--- src/rtl/scr1_dmem_router.sv ---
// scr1_dmem_router: steers core data requests to the TCM or the external bridge, tracks the single
// outstanding access and turns a hung external access into an ERROR response after a bounded wait.
package scr1_memif_pkg;
    localparam int SCR1_DMEM_AWIDTH = 32;
    localparam int SCR1_DMEM_DWIDTH = 32;

    typedef enum logic {
        SCR1_MEM_CMD_RD = 1'b0,
        SCR1_MEM_CMD_WR = 1'b1
    } type_scr1_mem_cmd_e;

    typedef enum logic [1:0] {
        SCR1_MEM_WIDTH_BYTE  = 2'b00,
        SCR1_MEM_WIDTH_HWORD = 2'b01,
        SCR1_MEM_WIDTH_WORD  = 2'b10
    } type_scr1_mem_width_e;

    typedef enum logic [1:0] {
        SCR1_MEM_RESP_NOTRDY = 2'b00,
        SCR1_MEM_RESP_RDY_OK = 2'b01,
        SCR1_MEM_RESP_RDY_ER = 2'b10
    } type_scr1_mem_resp_e;
endpackage

module scr1_dmem_router
    import scr1_memif_pkg::*;
#(
    parameter logic [SCR1_DMEM_AWIDTH-1:0] SCR1_PORT_TCM_ADDR_MASK    = 'hFFFF0000,
    parameter logic [SCR1_DMEM_AWIDTH-1:0] SCR1_PORT_TCM_ADDR_PATTERN = 'h00480000,
    parameter int unsigned                 SCR1_EXT_TIMEOUT           = 255
) (
    input  logic                        clk,
    input  logic                        rst,

    input  logic                        dmem_req,
    input  type_scr1_mem_cmd_e          dmem_cmd,
    input  type_scr1_mem_width_e        dmem_width,
    input  logic [SCR1_DMEM_AWIDTH-1:0] dmem_addr,
    input  logic [SCR1_DMEM_DWIDTH-1:0] dmem_wdata,
    output logic                        dmem_req_ack,
    output logic [SCR1_DMEM_DWIDTH-1:0] dmem_rdata,
    output type_scr1_mem_resp_e         dmem_resp,

    output logic                        tcm_req,
    output type_scr1_mem_cmd_e          tcm_cmd,
    output type_scr1_mem_width_e        tcm_width,
    output logic [SCR1_DMEM_AWIDTH-1:0] tcm_addr,
    output logic [SCR1_DMEM_DWIDTH-1:0] tcm_wdata,
    input  logic                        tcm_req_ack,
    input  logic [SCR1_DMEM_DWIDTH-1:0] tcm_rdata,
    input  type_scr1_mem_resp_e         tcm_resp,

    output logic                        ext_req,
    output type_scr1_mem_cmd_e          ext_cmd,
    output type_scr1_mem_width_e        ext_width,
    output logic [SCR1_DMEM_AWIDTH-1:0] ext_addr,
    output logic [SCR1_DMEM_DWIDTH-1:0] ext_wdata,
    input  logic                        ext_req_ack,
    input  logic [SCR1_DMEM_DWIDTH-1:0] ext_rdata,
    input  type_scr1_mem_resp_e         ext_resp
);

    localparam int CNT_W = (SCR1_EXT_TIMEOUT > 0) ? $clog2(SCR1_EXT_TIMEOUT + 1) : 1;
    localparam logic [CNT_W-1:0] CNT_MAX  = CNT_W'(SCR1_EXT_TIMEOUT);
    localparam logic [CNT_W-1:0] CNT_LAST = (SCR1_EXT_TIMEOUT > 0) ? CNT_W'(SCR1_EXT_TIMEOUT - 1) : '0;

    // IDLE: nothing outstanding | TCM/EXT: access outstanding on that port | DRAIN: timed out, late ext resp pending
    typedef enum logic [1:0] {ST_IDLE, ST_TCM, ST_EXT, ST_DRAIN} state_e;

    state_e           state, state_next;
    logic [CNT_W-1:0] cnt, cnt_next;
    logic             sel_tcm, done, can_issue, port_ack, timeout;

    assign sel_tcm   = ((dmem_addr & SCR1_PORT_TCM_ADDR_MASK) == SCR1_PORT_TCM_ADDR_PATTERN);

    assign tcm_cmd   = dmem_cmd;
    assign tcm_width = dmem_width;
    assign tcm_addr  = dmem_addr;
    assign tcm_wdata = dmem_wdata;
    assign ext_cmd   = dmem_cmd;
    assign ext_width = dmem_width;
    assign ext_addr  = dmem_addr;
    assign ext_wdata = dmem_wdata;

    always_ff @(posedge clk or posedge rst) begin
        if (rst) begin
            state <= ST_IDLE;
            cnt   <= '0;
        end else begin
            state <= state_next;
            cnt   <= cnt_next;
        end
    end

    always_comb begin
        done = ((state == ST_TCM) && (tcm_resp != SCR1_MEM_RESP_NOTRDY)) ||
               ((state == ST_EXT) && (ext_resp != SCR1_MEM_RESP_NOTRDY));
        // The counter reaches the limit at the end of this cycle; a real response in the same cycle wins.
        timeout = (SCR1_EXT_TIMEOUT > 0) && (state == ST_EXT) &&
                  (ext_resp == SCR1_MEM_RESP_NOTRDY) && (cnt == CNT_LAST);

        // Request outputs are held low while reset is asserted so nothing leaks out mid-reset.
        can_issue    = !rst && ((state == ST_IDLE) || done);
        port_ack     = sel_tcm ? tcm_req_ack : ext_req_ack;
        tcm_req      = dmem_req & can_issue & sel_tcm;
        ext_req      = dmem_req & can_issue & ~sel_tcm;
        dmem_req_ack = dmem_req & can_issue & port_ack;

        state_next = state;
        cnt_next   = cnt;
        if (dmem_req_ack) begin
            state_next = sel_tcm ? ST_TCM : ST_EXT;
            cnt_next   = '0;
        end else if (done) begin
            state_next = ST_IDLE;
        end else if (timeout) begin
            state_next = ST_DRAIN;
        end else if ((state == ST_DRAIN) && (ext_resp != SCR1_MEM_RESP_NOTRDY)) begin
            state_next = ST_IDLE;
        end

        if (!dmem_req_ack && (state == ST_EXT) && (ext_resp == SCR1_MEM_RESP_NOTRDY) && (cnt != CNT_MAX)) begin
            cnt_next = cnt + 1'b1;
        end

        dmem_resp  = SCR1_MEM_RESP_NOTRDY;
        dmem_rdata = '0;
        case (state)
            ST_TCM: begin
                dmem_resp  = tcm_resp;
                dmem_rdata = tcm_rdata;
            end
            ST_EXT: begin
                if (timeout) begin
                    dmem_resp = SCR1_MEM_RESP_RDY_ER;
                end else begin
                    dmem_resp  = ext_resp;
                    dmem_rdata = ext_rdata;
                end
            end
            default: begin
            end
        endcase
    end

endmodule
--- config.mk ---
export PLATFORM = sky130hd
export DESIGN_NAME = scr1_dmem_router
export DESIGN_NICKNAME = d
export VERILOG_FILES = /design/src/rtl/scr1_dmem_router.sv
export SDC_FILE = /design/constraint.sdc
export NUM_CORES = 1
export LEC_CHECK = 0
export BUFFER_PORTS_ARGS = -buffer_cell sky130_fd_sc_hd__buf_2
export CAP_MARGIN = 40
export CORE_AREA = 10 10 112 114
export CTS_BUF_LIST = sky130_fd_sc_hd__clkbuf_4
export CTS_CLUSTER_DIAMETER = 40
export CTS_CLUSTER_SIZE = 28
export DETAILED_ROUTE_END_ITERATION = 10
export DIE_AREA = 0 0 122 124
export SLEW_MARGIN = 20
export SYNTH_ARGS = -nofsm -noshare
export SYNTH_HDL_FRONTEND = slang
export SYNTH_SLANG_ARGS = --single-unit
--- constraint.sdc ---
create_clock -name clk -period 3.03 [get_ports clk]
set_input_delay 0.909 -clock clk [delete_from_list [all_inputs] [get_ports clk]]
set_output_delay 0.909 -clock clk [all_outputs]
set_load 0.01 [all_outputs]
==> results of run 1 <==
-- per-layer routing --
metal	share of wire [%]	vias up	GRT usage (%)
li1	-	927	-
met1	30	884	8.79
met2	53	146	17.9
met3	13	30	5.25
met4	3.4	0	2.53
met5	0	-	0
-- cell usage in the layout (no fill, tap or decap), drive strengths merged, types with 2 or more instances in the layout --
master	count
ha	6
a22oi	33
o21ai	6
nand3	5
nor4b	2
nor2	11
xor2	6
and3	2
nand2	3
and4	2
inv	8
and2	2
nand4	3
dfrtp	10
buf	176
nor2b	35
nor4	2
clkbuf	5
-- repair_timing --
item                                    in CTS  in global routing
hold buffers                                 0                  0
endpoints found under the setup margin      25                 36
gates resized for setup                     17                 38
cloned                                       0                  3
setup buffers                                1                  6
hold endpoints to repair                     0                  0
pin swaps                                    2                 11
-- final timing paths --
path                                        to  slack, ns        start
worst max register to register        state[1]       0.95     state[0]
worst min register to register          cnt[4]       0.56       cnt[4]
worst max-delay path            dmem_rdata[31]      -0.03  ext_resp[1]
worst min-delay path                    cnt[4]       0.56       cnt[4]
max in group asynchronous               cnt[1]       2.11          rst
min in group asynchronous               cnt[6]       0.64          rst
-- kinds of logic after synthesis --
group           after synthesis  synth area share [%]
fa+ha+maj                     6                  3.32
compound gates               47                  16.2
xor+xnor                      7                  2.71
mux                           1                 0.442
buf+inv                     153                  47.9
simple gates                 70                  18.4
flops                        10                  11.1
-- worst min-delay path: stages (launching register included) --
cell and delay [ns]:
sky130_fd_sc_hd__dfrtp_1 0.37, sky130_fd_sc_hd__xor2_1 0.08, sky130_fd_sc_hd__nor2_1 0.07
-- area by class of cell --
class | instances | area, µm²
inverter | 8 | 30.0
clock buffer | 3 | 22.5
sequential | 10 | 250
multi-input combinational | 131 | 1140
fill | 1118 | 7570
tap | 136 | 170
timing repair buffer | 178 | 1050
-- stage by stage --
| step | instance area [µm²] | util, % |
|---|---|---|
| floorplan | 2260 | - |
| global placement | 2280 | 22.3 |
| detailed placement | 2280 | 22.3 |
| CTS | 2390 | 23.4 |
| global route | 2660 | 26.0 |
| finish | 2660 | 26.0 |
-- power groups by stage --
stage	Combinational [W]	Clock, W	Sequential (W)
3_5_place_dp	0.000678	0	0.000186
4_1_cts	0.000716	0.0000891	0.000183
5_1_grt	0.000960	0.0000996	0.000187
2_1_floorplan	0.000550	0	0.000179
6_report	0.000884	0.0000854	0.000185
3_3_place_gp	0.000661	0	0.000185
-- registers in the layout (all words and copies together), names as in the netlist --
name / flops
cnt: 8
state: 2
==> flow_summary.html, run 1 <==
<table>
<tr><th>Metric</th><th>Value</th></tr>
<tr><th colspan="2">Job</th></tr>
<tr><td>Maximum Capacitance Violations</td><td>0</td></tr>
<tr><th colspan="2">Setup path</th></tr>
<tr><td>Number of buffer and inverter instances along the worst setup path</td><td>3</td></tr>
<tr><td>CP Data Arrival Time</td><td>2.15 ns</td></tr>
<tr><td>Crit. End Element</td><td>output pin</td></tr>
<tr><td>Critical-path cell with the highest stage delay</td><td>sky130_fd_sc_hd__and4_4</td></tr>
<tr><td>CP Data Required Time</td><td>2.12 ns</td></tr>
<tr><td>Worst-path cell chain</td><td>buf_8 &gt; nor4bb_4 &gt; and4_4 &gt; nor2b_4 &gt; buf_12 &gt; a22oi_1 &gt; nor2b_1 &gt; buf_2</td></tr>
<tr><td>Max incr delay on CP</td><td>0.27 ns</td></tr>
<tr><td>Class of the most critical setup path</td><td>in2out</td></tr>
<tr><td>Cell count of the worst reg-to-reg path</td><td>8</td></tr>
<tr><td>Family with the most delay on the worst path</td><td>simple AND/OR/NAND/NOR gates</td></tr>
<tr><td>CP Launch Type</td><td>input port</td></tr>
<tr><td>WP depth</td><td>8</td></tr>
<tr><td>Max Fanout on Critical Path</td><td>11</td></tr>
<tr><th colspan="2">Power and ir drop</th></tr>
<tr><td>Internal cell power</td><td>0.000663 W</td></tr>
<tr><td>Clk pwr share</td><td>7.4%</td></tr>
<tr><td>Total power divided by cell area</td><td>435 nW/µm²</td></tr>
<tr><td>Net switching power</td><td>0.000491 W</td></tr>
<tr><td>Sw Share</td><td>42.5%</td></tr>
<tr><td>Total power after layout</td><td>0.00115 W</td></tr>
<tr><td>Comb power frac</td><td>76.6%</td></tr>
<tr><td>Maximum vdd ir drop</td><td>345 µV</td></tr>
<tr><td>Static leakage power</td><td>1.30 nW</td></tr>
<tr><td>Reg power frac</td><td>16.0%</td></tr>
<tr><th colspan="2">STA</th></tr>
<tr><td>Worst relative slew slack</td><td>67.3%</td></tr>
<tr><td>Actual transition at the worst max-transition pin</td><td>0.491 ns</td></tr>
<tr><td>RSZ-0062 raised after global routing</td><td>yes</td></tr>
<tr><td>Worst hold margin</td><td>0.565 ns</td></tr>
<tr><td>Slew Viols, Final</td><td>0</td></tr>
<tr><td>Number of hold violations in the final report</td><td>0</td></tr>
<tr><td>Final Skew</td><td>0.00575 ns</td></tr>
<tr><td>Minimum period implied by the final worst setup slack</td><td>3.06 ns</td></tr>
<tr><td>Number of setup violations in the final report</td><td>11</td></tr>
<tr><td>Fmax</td><td>0.327 GHz</td></tr>
<tr><td>Summed negative setup slack over all endpoints</td><td>-0.150 ns</td></tr>
<tr><td>Setup ws final</td><td>-0.0326 ns</td></tr>
<tr><td>Fin crit share</td><td>101%</td></tr>
<tr><th colspan="2">Clocking</th></tr>
<tr><td>Worst-path clk slew</td><td>0.06 ns</td></tr>
<tr><td>CTS tree</td><td>built</td></tr>
<tr><td>CTS Root Buffer Type</td><td>sky130_fd_sc_hd__clkbuf_4</td></tr>
<tr><td>Clock latency reported for the late side of the worst-skew pair</td><td>0.26 ns</td></tr>
<tr><td>Number of sinks handled by clock tree synthesis</td><td>10</td></tr>
<tr><td>Count of H-tree levels built during CTS</td><td>1</td></tr>
<tr><td>Clock buffer count from CTS</td><td>3</td></tr>
<tr><td>Clock Path Buffers</td><td>2</td></tr>
<tr><th colspan="2">Yosys</th></tr>
<tr><td>Register bit total from synthesis</td><td>10</td></tr>
<tr><td>Synthesized area divided by synthesized cell count</td><td>7.70 µm²</td></tr>
<tr><td>Leading cell type by number of instances after synthesis</td><td>sky130_fd_sc_hd__buf_4</td></tr>
<tr><td>Post-Synthesis Net Count</td><td>440</td></tr>
<tr><td>Main area contributors after synthesis</td><td>sky130_fd_sc_hd__buf_4 45%, sky130_fd_sc_hd__dfrtp_1 11%, sky130_fd_sc_hd__a22oi_1 11%</td></tr>
<tr><td>Cell taking the most area after synthesis</td><td>sky130_fd_sc_hd__buf_4</td></tr>
<tr><td>Async S/R FF share, synth</td><td>100%</td></tr>
<tr><td>Number of library cell types mapped by synthesis</td><td>35</td></tr>
<tr><td>Most common library cells after synthesis</td><td>135 x sky130_fd_sc_hd__buf_4, 35 x sky130_fd_sc_hd__nor2b_1, 33 x sky130_fd_sc_hd__a22oi_1, 10 x sky130_fd_sc_hd__dfrtp_1, 10 x sky130_fd_sc_hd__nor2_1</td></tr>
<tr><td>Number of synthesized flops with an enable pin</td><td>0</td></tr>
<tr><td>Post-Synthesis Cells</td><td>294</td></tr>
<tr><td>Synthesis Warnings</td><td>0</td></tr>
<tr><td>Most instantiated flip-flop cell in the synthesis netlist</td><td>sky130_fd_sc_hd__dfrtp_1</td></tr>
<tr><td>Sequential cell area fraction in the yosys report</td><td>11.1%</td></tr>
<tr><td>Proportion of netlist area held by the largest area contributor</td><td>44.8%</td></tr>
<tr><td>Summed instance area of the synthesized netlist</td><td>2260 µm²</td></tr>
<tr><th colspan="2">Floorplan</th></tr>
<tr><td>Starting utilization of the core area</td><td>22.1%</td></tr>
<tr><td>Die ar.</td><td>15100 µm²</td></tr>
<tr><td>Placeable Area</td><td>10200 µm²</td></tr>
<tr><td>Die X-Extent</td><td>122 µm</td></tr>
<tr><td>Row cnt</td><td>37</td></tr>
<tr><td>Die Y-Extent</td><td>124 µm</td></tr>
<tr><td>Top-level port count</td><td>311</td></tr>
<tr><th colspan="2">Hold path</th></tr>
<tr><td>Number of cells on the worst hold path</td><td>2</td></tr>
<tr><td>Class of the most critical hold timing path</td><td>reg2reg</td></tr>
<tr><th colspan="2">Drt</th></tr>
<tr><td>Wire length reported by the detailed router</td><td>8770 µm</td></tr>
<tr><td>Final routed wire length divided by cell count</td><td>18.8 µm</td></tr>
<tr><td>Residual DRC count</td><td>0</td></tr>
<tr><td>First-pass detailed-route iteration total</td><td>4</td></tr>
<tr><td>Antenna Nets Post-Route</td><td>0</td></tr>
<tr><td>Total via count after detailed routing</td><td>1987</td></tr>
<tr><td>Mean number of vias per cell</td><td>4.26</td></tr>
<tr><td>Count of routing violations after the opening detailed-route iteration</td><td>38</td></tr>
<tr><th colspan="2">Global routing</th></tr>
<tr><td>Residual overflow from global routing</td><td>0</td></tr>
<tr><td>GR Util All Layers</td><td>9.57%</td></tr>
<tr><td>Global-route wire length before repair</td><td>11600 µm</td></tr>
<tr><td>Initial antenna violation count</td><td>1</td></tr>
<tr><td>Via count of the first global-routing pass</td><td>1983</td></tr>
<tr><td>Largest net degree at the start of global routing</td><td>35</td></tr>
<tr><th colspan="2">Place</th></tr>
<tr><td>Worst Setup Slack post-DPL</td><td>-0.0500 ns</td></tr>
<tr><td>Port bufs</td><td>157</td></tr>
<tr><td>Detailed placement HPWL</td><td>7300 µm</td></tr>
<tr><td>Placer Congestion</td><td>0.865</td></tr>
<tr><td>Inst Count DP</td><td>454</td></tr>
<tr><th colspan="2">Outcome</th></tr>
<tr><td>Run status</td><td>complete, but fails checks</td></tr>
<tr><td>Failing checks</td><td>setup timing</td></tr>
<tr><th colspan="2">Cells and area</th></tr>
<tr><td>Nets</td><td>478</td></tr>
<tr><td>Final cell count without fillers</td><td>466</td></tr>
<tr><td>Fraction of final layout cells with drive strength greater than 1</td><td>67.3%</td></tr>
<tr><td>Number of antenna cells inserted</td><td>0</td></tr>
<tr><td>Area growth from synthesis to layout</td><td>17.4%</td></tr>
</table>
(Power assumes the default switching activity.)
==> inputs of run 2 (changes only) <==
--- a/config.mk
+++ b/config.mk
@@ -7,12 +7,13 @@
 export LEC_CHECK = 0
 export BUFFER_PORTS_ARGS = -buffer_cell sky130_fd_sc_hd__buf_2
 export CAP_MARGIN = 40
-export CORE_AREA = 10 10 112 114
+export CORE_AREA = 2 2 120 122
 export CTS_BUF_LIST = sky130_fd_sc_hd__clkbuf_4
 export CTS_CLUSTER_DIAMETER = 40
 export CTS_CLUSTER_SIZE = 28
 export DETAILED_ROUTE_END_ITERATION = 10
 export DIE_AREA = 0 0 122 124
+export RECOVER_POWER = 25
 export SLEW_MARGIN = 20
 export SYNTH_ARGS = -nofsm -noshare
 export SYNTH_HDL_FRONTEND = slang
==> run 2 against run 1 <==
The flow still finishes with violations (setup timing). Largest cell class unchanged. First-iteration DRC count rose by 32%. Clock power rose by 12%. Non-clock buffer count fell by 3. Highest routed layer unchanged. Cell area fell by 2.8%. Sequential share of layout area rose by 0.27 points. Count of clock-buffer cells in the layout did not move. Core utilization fell by 7.1 points. Register-to-register slack got worse by 0.03 ns. Cell count rose by 9.0%. Largest power group unchanged.
==> flow_summary.html, run 2 (synthesized netlist as in run 1, its figures left out) <==
<table>
<tr><th>Metric</th><th>Value</th></tr>
<tr><th colspan="2">Outcome</th></tr>
<tr><td>Run status</td><td>complete, but fails checks</td></tr>
<tr><td>Failing checks</td><td>setup timing</td></tr>
<tr><th colspan="2">Floorplan</th></tr>
<tr><td>Die X-Extent</td><td>122 µm</td></tr>
<tr><td>Die Y-Extent</td><td>124 µm</td></tr>
<tr><td>Top-level port count</td><td>311</td></tr>
<tr><td>Row cnt</td><td>43</td></tr>
<tr><td>Placeable Area</td><td>13700 µm²</td></tr>
<tr><td>Starting utilization of the core area</td><td>16.5%</td></tr>
<tr><td>Die ar.</td><td>15100 µm²</td></tr>
<tr><th colspan="2">Cells and area</th></tr>
<tr><td>Area growth from synthesis to layout</td><td>14.0%</td></tr>
<tr><td>Commonest cells after routing, fill and taps aside</td><td>151 x sky130_fd_sc_hd__buf_2, 33 x sky130_fd_sc_hd__nor2b_1, 18 x sky130_fd_sc_hd__a22oi_1, 15 x sky130_fd_sc_hd__a22oi_2, 15 x sky130_fd_sc_hd__buf_4</td></tr>
<tr><td>Top flop regs</td><td>cnt x8, state x2</td></tr>
<tr><td>Fill count</td><td>1531</td></tr>
<tr><td>Max reg flops</td><td>8</td></tr>
<tr><td>Multi-input logic area</td><td>1060 µm²</td></tr>
<tr><td>Reg area</td><td>250 µm²</td></tr>
<tr><td>Utilization after layout</td><td>18.8%</td></tr>
<tr><td>Fraction of final layout cells with drive strength greater than 1</td><td>62.5%</td></tr>
<tr><td>Post-route standard cell area excluding fillers</td><td>2580 µm²</td></tr>
<tr><td>Number of antenna cells inserted</td><td>0</td></tr>
<tr><td>Most common library cell in the layout ignoring fill and taps</td><td>sky130_fd_sc_hd__buf_2</td></tr>
<tr><td>Nets</td><td>475</td></tr>
<tr><td>Most flop-heavy register</td><td>cnt</td></tr>
<tr><th colspan="2">STA</th></tr>
<tr><td>Worst relative slew slack</td><td>72.9%</td></tr>
<tr><td>Number of hold violations in the final report</td><td>0</td></tr>
<tr><td>Fmax</td><td>0.328 GHz</td></tr>
<tr><td>Slew Viols, Final</td><td>0</td></tr>
<tr><td>Number of setup violations in the final report</td><td>16</td></tr>
<tr><td>RSZ-0062 raised after global routing</td><td>yes</td></tr>
<tr><td>Fin crit share</td><td>101%</td></tr>
<tr><td>Actual transition at the worst max-transition pin</td><td>0.406 ns</td></tr>
<tr><td>Minimum period implied by the final worst setup slack</td><td>3.05 ns</td></tr>
<tr><td>Worst hold margin</td><td>0.545 ns</td></tr>
<tr><td>Setup ws final</td><td>-0.0197 ns</td></tr>
<tr><td>Final Skew</td><td>0.00396 ns</td></tr>
<tr><th colspan="2">Hold path</th></tr>
<tr><td>Class of the most critical hold timing path</td><td>reg2reg</td></tr>
<tr><td>Number of cells on the worst hold path</td><td>2</td></tr>
<tr><th colspan="2">Setup path</th></tr>
<tr><td>CP Data Required Time</td><td>2.12 ns</td></tr>
<tr><td>Class of the most critical setup path</td><td>in2out</td></tr>
<tr><td>Crit. End Element</td><td>output pin</td></tr>
<tr><td>CP Data Arrival Time</td><td>2.14 ns</td></tr>
<tr><td>Max Fanout on Critical Path</td><td>11</td></tr>
<tr><td>Cell count of the worst reg-to-reg path</td><td>8</td></tr>
<tr><td>FF-to-FF setup slack</td><td>0.92 ns</td></tr>
<tr><td>CP Launch Type</td><td>input port</td></tr>
<tr><th colspan="2">Drt</th></tr>
<tr><td>Mean number of vias per cell</td><td>3.82</td></tr>
<tr><td>Antenna Nets Post-Route</td><td>0</td></tr>
<tr><td>Wire length reported by the detailed router</td><td>6990 µm</td></tr>
<tr><td>Final routed wire length divided by cell count</td><td>13.8 µm</td></tr>
<tr><td>Count of routing violations after the opening detailed-route iteration</td><td>50</td></tr>
<tr><td>First-pass detailed-route iteration total</td><td>4</td></tr>
<tr><td>Total via count after detailed routing</td><td>1943</td></tr>
<tr><td>Residual DRC count</td><td>0</td></tr>
<tr><th colspan="2">Clocking</th></tr>
<tr><td>CTS Root Buffer Type</td><td>sky130_fd_sc_hd__clkbuf_4</td></tr>
<tr><td>Clock buffer count from CTS</td><td>3</td></tr>
<tr><td>Clock latency reported for the late side of the worst-skew pair</td><td>0.27 ns</td></tr>
<tr><td>Worst-path clk slew</td><td>0.07 ns</td></tr>
<tr><td>Post-CTS Hold Fix Bufs</td><td>0</td></tr>
<tr><td>Count of H-tree levels built during CTS</td><td>1</td></tr>
<tr><td>Clock Path Buffers</td><td>2</td></tr>
<tr><td>Number of sinks handled by clock tree synthesis</td><td>10</td></tr>
<tr><td>CTS tree</td><td>built</td></tr>
<tr><th colspan="2">Global routing</th></tr>
<tr><td>GR Util All Layers</td><td>7.61%</td></tr>
<tr><td>Residual overflow from global routing</td><td>0</td></tr>
<tr><td>Global-route wire length before repair</td><td>9030 µm</td></tr>
<tr><td>Via count of the first global-routing pass</td><td>1744</td></tr>
<tr><td>Largest net degree at the start of global routing</td><td>23</td></tr>
<tr><td>Initial antenna violation count</td><td>0</td></tr>
<tr><th colspan="2">Power and ir drop</th></tr>
<tr><td>Maximum vdd ir drop</td><td>268 µV</td></tr>
<tr><td>Total power after layout</td><td>0.00105 W</td></tr>
<tr><td>Total power divided by cell area</td><td>407 nW/µm²</td></tr>
<tr><td>Static leakage power</td><td>1.25 nW</td></tr>
<tr><th colspan="2">Job</th></tr>
<tr><td>Maximum Capacitance Violations</td><td>0</td></tr>
<tr><th colspan="2">Place</th></tr>
<tr><td>Worst Setup Slack post-DPL</td><td>-0.171 ns</td></tr>
<tr><td>Port bufs</td><td>157</td></tr>
<tr><td>Area after detailed placement</td><td>2350 µm²</td></tr>
<tr><td>Placer Congestion</td><td>0.772</td></tr>
<tr><td>Detailed placement HPWL</td><td>5740 µm</td></tr>
</table>
## run 2: cell count changes in the layout (fill, tap and decap cells not counted), moves of 2 or more
cell and change:
sky130_fd_sc_hd__buf_6 +2, sky130_fd_sc_hd__a22oi_1 +10, sky130_fd_sc_hd__nor4b_2 -2, sky130_fd_sc_hd__buf_2 -2, sky130_fd_sc_hd__nor4b_1 +2, sky130_fd_sc_hd__buf_8 -2
sky130_fd_sc_hd__a22oi_2 -10
## run 2: layer usage
layer	vias to the layer above	global-route usage, %	routed length (µm)
li1	928	-	-
met2	116	14.1	3660
met1	879	8.63	2490
met5	-	0	0
met3	20	1.79	698
met4	0	2.30	136
## run 2: final timing paths
kind | to | from
max reg2reg | state[1] | state[0]
min reg2reg | cnt[7] | cnt[7]
min in group asynchronous | state[0] | rst
max | dmem_rdata[8] | ext_resp[0]
min | cnt[7] | cnt[7]
max in group asynchronous | cnt[1] | rst
## run 2: through the flow
stage,TNS (ns),cells
6_report,-0.172,508
5_1_grt,-2.23,508
4_1_cts,-1.37,504
3_5_place_dp,-2.78,501
3_3_place_gp,-2.30,501
2_1_floorplan,0,294
## run 2: area by class of cell
class                      instances  share of cell area, %
clock inverter                     1                  0.145
timing repair buffer             175                   38.3
sequential                        10                   9.69
clock buffer                       3                  0.873
inverter                           8                   1.16
multi-input combinational        131                   41.1
tap                              180                   8.73
## run 2: report_power, final
group          leakage, nW  switching [W]  internal (W)
registers            0.136      0.0000259      0.000155
logic                 1.10       0.000379      0.000395
clock network       0.0154      0.0000477     0.0000477
total                 1.25       0.000453      0.000598
## run 2: timing repair
action,4_1_cts,5_1_grt
buffers inserted,0,3
gates resized for setup,9,29
gates cloned,0,2
pin swaps,4,5
setup endpoints to repair,32,35
## run 2: worst max-delay path, cell delays in order
cell	delay [ns]
sky130_fd_sc_hd__buf_6	0.10
sky130_fd_sc_hd__nor4bb_4	0.26
sky130_fd_sc_hd__and4_4	0.28
sky130_fd_sc_hd__nor2b_4	0.08
sky130_fd_sc_hd__buf_12	0.15
sky130_fd_sc_hd__a22oi_1	0.14
sky130_fd_sc_hd__nor2b_1	0.06
sky130_fd_sc_hd__buf_2	0.14
==> inputs of run 3 (changes only) <==
--- a/config.mk
+++ b/config.mk
@@ -5,14 +5,15 @@
 export SDC_FILE = /design/constraint.sdc
 export NUM_CORES = 1
 export LEC_CHECK = 0
+export ABC_AREA = 1
 export BUFFER_PORTS_ARGS = -buffer_cell sky130_fd_sc_hd__buf_2
 export CAP_MARGIN = 40
-export CORE_AREA = 2 2 120 122
+export CORE_AREA = 2 2 122 124
 export CTS_BUF_LIST = sky130_fd_sc_hd__clkbuf_4
 export CTS_CLUSTER_DIAMETER = 40
-export CTS_CLUSTER_SIZE = 28
+export CTS_CLUSTER_SIZE = 24
 export DETAILED_ROUTE_END_ITERATION = 10
-export DIE_AREA = 0 0 122 124
+export DIE_AREA = 0 0 124 126
 export RECOVER_POWER = 25
 export SLEW_MARGIN = 20
 export SYNTH_ARGS = -nofsm -noshare
==> constraint.sdc (replaced) <==
create_clock -name clk -period 3.1 [get_ports clk]
set_input_delay 0.93 -clock clk [delete_from_list [all_inputs] [get_ports clk]]
set_output_delay 0.93 -clock clk [all_outputs]
set_load 0.01 [all_outputs]
==> run 3 against run 2 <==
Worst setup slack improved by 0.14 ns. Largest power group unchanged. Count of clock-buffer cells in the layout did not move. The flow now finishes without violations. Synthesized area rose by 11%.
==> flow_summary.html, run 3 <==
<table>
<tr><th>Metric</th><th>Value</th></tr>
<tr><th colspan="2">Outcome</th></tr>
<tr><td>Run status</td><td>completed</td></tr>
<tr><th colspan="2">Yosys</th></tr>
<tr><td>Proportion of netlist area held by the largest area contributor</td><td>40.4%</td></tr>
<tr><td>Number of synthesized flops with an enable pin</td><td>0</td></tr>
<tr><td>Combinational family with the most area after synthesis</td><td>buffers and inverters</td></tr>
<tr><td>Leading cell type by number of instances after synthesis</td><td>sky130_fd_sc_hd__buf_4</td></tr>
<tr><td>Register bit total from synthesis</td><td>10</td></tr>
<tr><td>Main area contributors after synthesis</td><td>sky130_fd_sc_hd__buf_4 40%, sky130_fd_sc_hd__dfrtp_1 10%, sky130_fd_sc_hd__nand2_1 8.4%</td></tr>
<tr><td>Share of synthesized cell area in and, or, nand and nor gates</td><td>28.4%</td></tr>
<tr><td>Post-Synthesis Cells</td><td>388</td></tr>
<tr><td>Summed instance area of the synthesized netlist</td><td>2510 µm²</td></tr>
<tr><td>Async S/R FF share, synth</td><td>100%</td></tr>
<tr><td>Cell taking the most area after synthesis</td><td>sky130_fd_sc_hd__buf_4</td></tr>
<tr><td>Most instantiated flip-flop cell in the synthesis netlist</td><td>sky130_fd_sc_hd__dfrtp_1</td></tr>
<tr><td>Most common library cells after synthesis</td><td>135 x sky130_fd_sc_hd__buf_4, 56 x sky130_fd_sc_hd__nand2_1, 40 x sky130_fd_sc_hd__nand3_1, 35 x sky130_fd_sc_hd__a21oi_1, 28 x sky130_fd_sc_hd__nor2_1</td></tr>
<tr><td>Synthesis Warnings</td><td>0</td></tr>
<tr><td>Post-Synthesis Net Count</td><td>534</td></tr>
<tr><td>Adder and majority gate portion of the synthesized area</td><td>2.99%</td></tr>
<tr><td>Sequential cell area fraction in the yosys report</td><td>9.98%</td></tr>
<tr><td>Multiplexer share of the synthesized area</td><td>0%</td></tr>
<tr><td>Xor and xnor fraction of the mapped netlist area</td><td>0.699%</td></tr>
<tr><td>Synth Area in Compound Gates</td><td>9.78%</td></tr>
<tr><td>Synthesized area divided by synthesized cell count</td><td>6.46 µm²</td></tr>
<tr><td>Number of library cell types mapped by synthesis</td><td>33</td></tr>
<tr><th colspan="2">Clocking</th></tr>
<tr><td>Number of buffers inserted to repair setup after CTS</td><td>0</td></tr>
<tr><td>Count of H-tree levels built during CTS</td><td>1</td></tr>
<tr><td>CTS Root Buffer Type</td><td>sky130_fd_sc_hd__clkbuf_4</td></tr>
<tr><td>Clock Path Buffers</td><td>2</td></tr>
<tr><td>Post-CTS Hold Fix Bufs</td><td>0</td></tr>
<tr><td>Total of cells resized after clock tree synthesis</td><td>0</td></tr>
<tr><td>Clock latency reported for the late side of the worst-skew pair</td><td>0.26 ns</td></tr>
<tr><td>Number of sinks handled by clock tree synthesis</td><td>10</td></tr>
<tr><td>Worst-path clk slew</td><td>0.06 ns</td></tr>
<tr><td>CTS tree</td><td>built</td></tr>
<tr><td>Clock buffer count from CTS</td><td>3</td></tr>
<tr><th colspan="2">Setup path</th></tr>
<tr><td>Max Fanout on Critical Path</td><td>3</td></tr>
<tr><td>CP Launch Type</td><td>input port</td></tr>
<tr><td>CP Data Required Time</td><td>2.17 ns</td></tr>
<tr><td>CP Data Arrival Time</td><td>2.05 ns</td></tr>
<tr><td>Class of the most critical setup path</td><td>in2out</td></tr>
<tr><td>Crit. End Element</td><td>output pin</td></tr>
<tr><th colspan="2">Power and ir drop</th></tr>
<tr><td>Total power after layout</td><td>0.000840 W</td></tr>
<tr><td>Static leakage power</td><td>1.30 nW</td></tr>
<tr><td>Maximum vdd ir drop</td><td>215 µV</td></tr>
<tr><td>Total power divided by cell area</td><td>333 nW/µm²</td></tr>
<tr><th colspan="2">Global routing</th></tr>
<tr><td>Initial antenna violation count</td><td>0</td></tr>
<tr><td>Via count of the first global-routing pass</td><td>1911</td></tr>
<tr><td>Residual overflow from global routing</td><td>0</td></tr>
<tr><td>Largest net degree at the start of global routing</td><td>34</td></tr>
<tr><td>GR Util All Layers</td><td>8.52%</td></tr>
<tr><td>Global-route wire length before repair</td><td>10200 µm</td></tr>
<tr><th colspan="2">Cells and area</th></tr>
<tr><td>Commonest cells after routing, fill and taps aside</td><td>156 x sky130_fd_sc_hd__buf_2, 56 x sky130_fd_sc_hd__nand2_1, 40 x sky130_fd_sc_hd__nand3_1, 35 x sky130_fd_sc_hd__a21oi_1, 28 x sky130_fd_sc_hd__nor2_1</td></tr>
<tr><td>Max reg flops</td><td>8</td></tr>
<tr><td>Top flop regs</td><td>cnt x8, state x2</td></tr>
<tr><td>Final cell count without fillers</td><td>591</td></tr>
<tr><td>Fraction of final layout cells with drive strength greater than 1</td><td>46.3%</td></tr>
<tr><td>Nets</td><td>554</td></tr>
<tr><td>Most flop-heavy register</td><td>cnt</td></tr>
<tr><td>Most common library cell in the layout ignoring fill and taps</td><td>sky130_fd_sc_hd__buf_2</td></tr>
<tr><td>Area growth from synthesis to layout</td><td>0.499%</td></tr>
<tr><th colspan="2">Floorplan</th></tr>
<tr><td>Die ar.</td><td>15600 µm²</td></tr>
<tr><td>Starting utilization of the core area</td><td>17.5%</td></tr>
<tr><td>Die X-Extent</td><td>124 µm</td></tr>
<tr><td>Die Y-Extent</td><td>126 µm</td></tr>
<tr><td>Row cnt</td><td>44</td></tr>
<tr><td>Placeable Area</td><td>14300 µm²</td></tr>
<tr><td>Top-level port count</td><td>311</td></tr>
<tr><th colspan="2">Drt</th></tr>
<tr><td>Wire length reported by the detailed router</td><td>7560 µm</td></tr>
<tr><td>First-pass detailed-route iteration total</td><td>4</td></tr>
<tr><td>Mean number of vias per cell</td><td>3.91</td></tr>
<tr><td>Antenna Nets Post-Route</td><td>0</td></tr>
<tr><td>Total via count after detailed routing</td><td>2310</td></tr>
<tr><td>Count of routing violations after the opening detailed-route iteration</td><td>100</td></tr>
<tr><td>Final routed wire length divided by cell count</td><td>12.8 µm</td></tr>
<tr><td>Residual DRC count</td><td>0</td></tr>
<tr><th colspan="2">STA</th></tr>
<tr><td>Minimum period implied by the final worst setup slack</td><td>2.98 ns</td></tr>
<tr><td>RSZ-0062 raised after global routing</td><td>no</td></tr>
<tr><td>Final Skew</td><td>0.00114 ns</td></tr>
<tr><td>Fin crit share</td><td>96.1%</td></tr>
<tr><td>Slew Viols, Final</td><td>0</td></tr>
<tr><td>Worst hold margin</td><td>0.549 ns</td></tr>
<tr><td>Summed negative setup slack over all endpoints</td><td>0 ns</td></tr>
<tr><td>Actual transition at the worst max-transition pin</td><td>0.390 ns</td></tr>
<tr><td>Setup ws final</td><td>0.120 ns</td></tr>
<tr><td>Fmax</td><td>0.336 GHz</td></tr>
<tr><td>Number of hold violations in the final report</td><td>0</td></tr>
<tr><td>Worst relative slew slack</td><td>74.0%</td></tr>
<tr><td>Number of setup violations in the final report</td><td>0</td></tr>
<tr><th colspan="2">Place</th></tr>
<tr><td>Port bufs</td><td>157</td></tr>
<tr><td>Detailed placement HPWL</td><td>6490 µm</td></tr>
<tr><td>Placer Congestion</td><td>0.719</td></tr>
<tr><td>Worst Setup Slack post-DPL</td><td>0.105 ns</td></tr>
<tr><td>Inst Count DP</td><td>587</td></tr>
<tr><th colspan="2">Job</th></tr>
<tr><td>Maximum Capacitance Violations</td><td>0</td></tr>
<tr><th colspan="2">Hold path</th></tr>
<tr><td>Class of the most critical hold timing path</td><td>reg2reg</td></tr>
</table>
run 3: changes by cell type in the layout (fill, tap and decap cells not counted), sizes merged, moves of 10 or more:
cell   previous run  this run
nor2b            35         0
buf             173       163
a22oi            33         0
nor2             11        29
nand2             3        63
a21oi             0        35
nand3             5        44
inv               8        25
run 3: final timing paths:
check                       startpoint  slack [ns]            to  cells past startpoint
setup reg to reg              state[0]        1.07        cnt[6]                     11
hold reg to reg                 cnt[4]        0.55        cnt[4]                      2
max in group asynchronous          rst        2.15        cnt[5]                      2
hold / removal                  cnt[4]        0.55        cnt[4]                      2
min in group asynchronous          rst        0.67        cnt[2]                      2
setup / recovery           ext_resp[0]        0.12  dmem_resp[1]                      8
run 3: routing by layer:
layer / GRT usage [%] / vias up / routed length, µm / part of all wire (%)
li1: - / 1139 / - / -
met1: 8.39 / 980 / 2480 / 33
met2: 14.5 / 167 / 3650 / 48
met3: 5.34 / 24 / 1180 / 16
met4: 2.97 / 0 / 242 / 3.2
met5: 0 / - / 0 / 0
run 3: metrics by stage:
stage	cell area, µm²	util, %
after floorplan	2510	-
after global placement	2500	17.4
after detailed placement	2500	17.4
after CTS	2520	17.6
after global routing	2520	17.6
final	2520	17.6
run 3: cells by family after synthesis:
logic type,Yosys count
buffers and inverters,176
and+or+nand+nor,147
AOI/OAI and AO/OA,47
DFF,10
adders and majority gates,6
xor gates and xnor gates,2
run 3: final cells by class:
type / instances / area (µm²)
diodes: 1 / 2.50
clock buffers: 3 / 22.5
fillers: 1656 / 11800
inverters: 27 / 103
multi-input cells: 202 / 1050
flip-flops and latches: 10 / 250
well taps: 184 / 230
repair buffers: 164 / 862
run 3: critical path, cell delays in order:
cell and delay [ns]:
sky130_fd_sc_hd__buf_2 0.12, sky130_fd_sc_hd__nor2_1 0.16, sky130_fd_sc_hd__nand2_2 0.08, sky130_fd_sc_hd__nor3_2 0.22, sky130_fd_sc_hd__o21ai_0 0.10, sky130_fd_sc_hd__a21oi_1 0.15
sky130_fd_sc_hd__buf_4 0.16, sky130_fd_sc_hd__buf_2 0.13
run 3: where the power goes:
group | switching, W | internal (W)
combinational | 0.000350 | 0.000231
sequential | 0.0000254 | 0.000149
clock | 0.0000395 | 0.0000446
total | 0.000415 | 0.000425
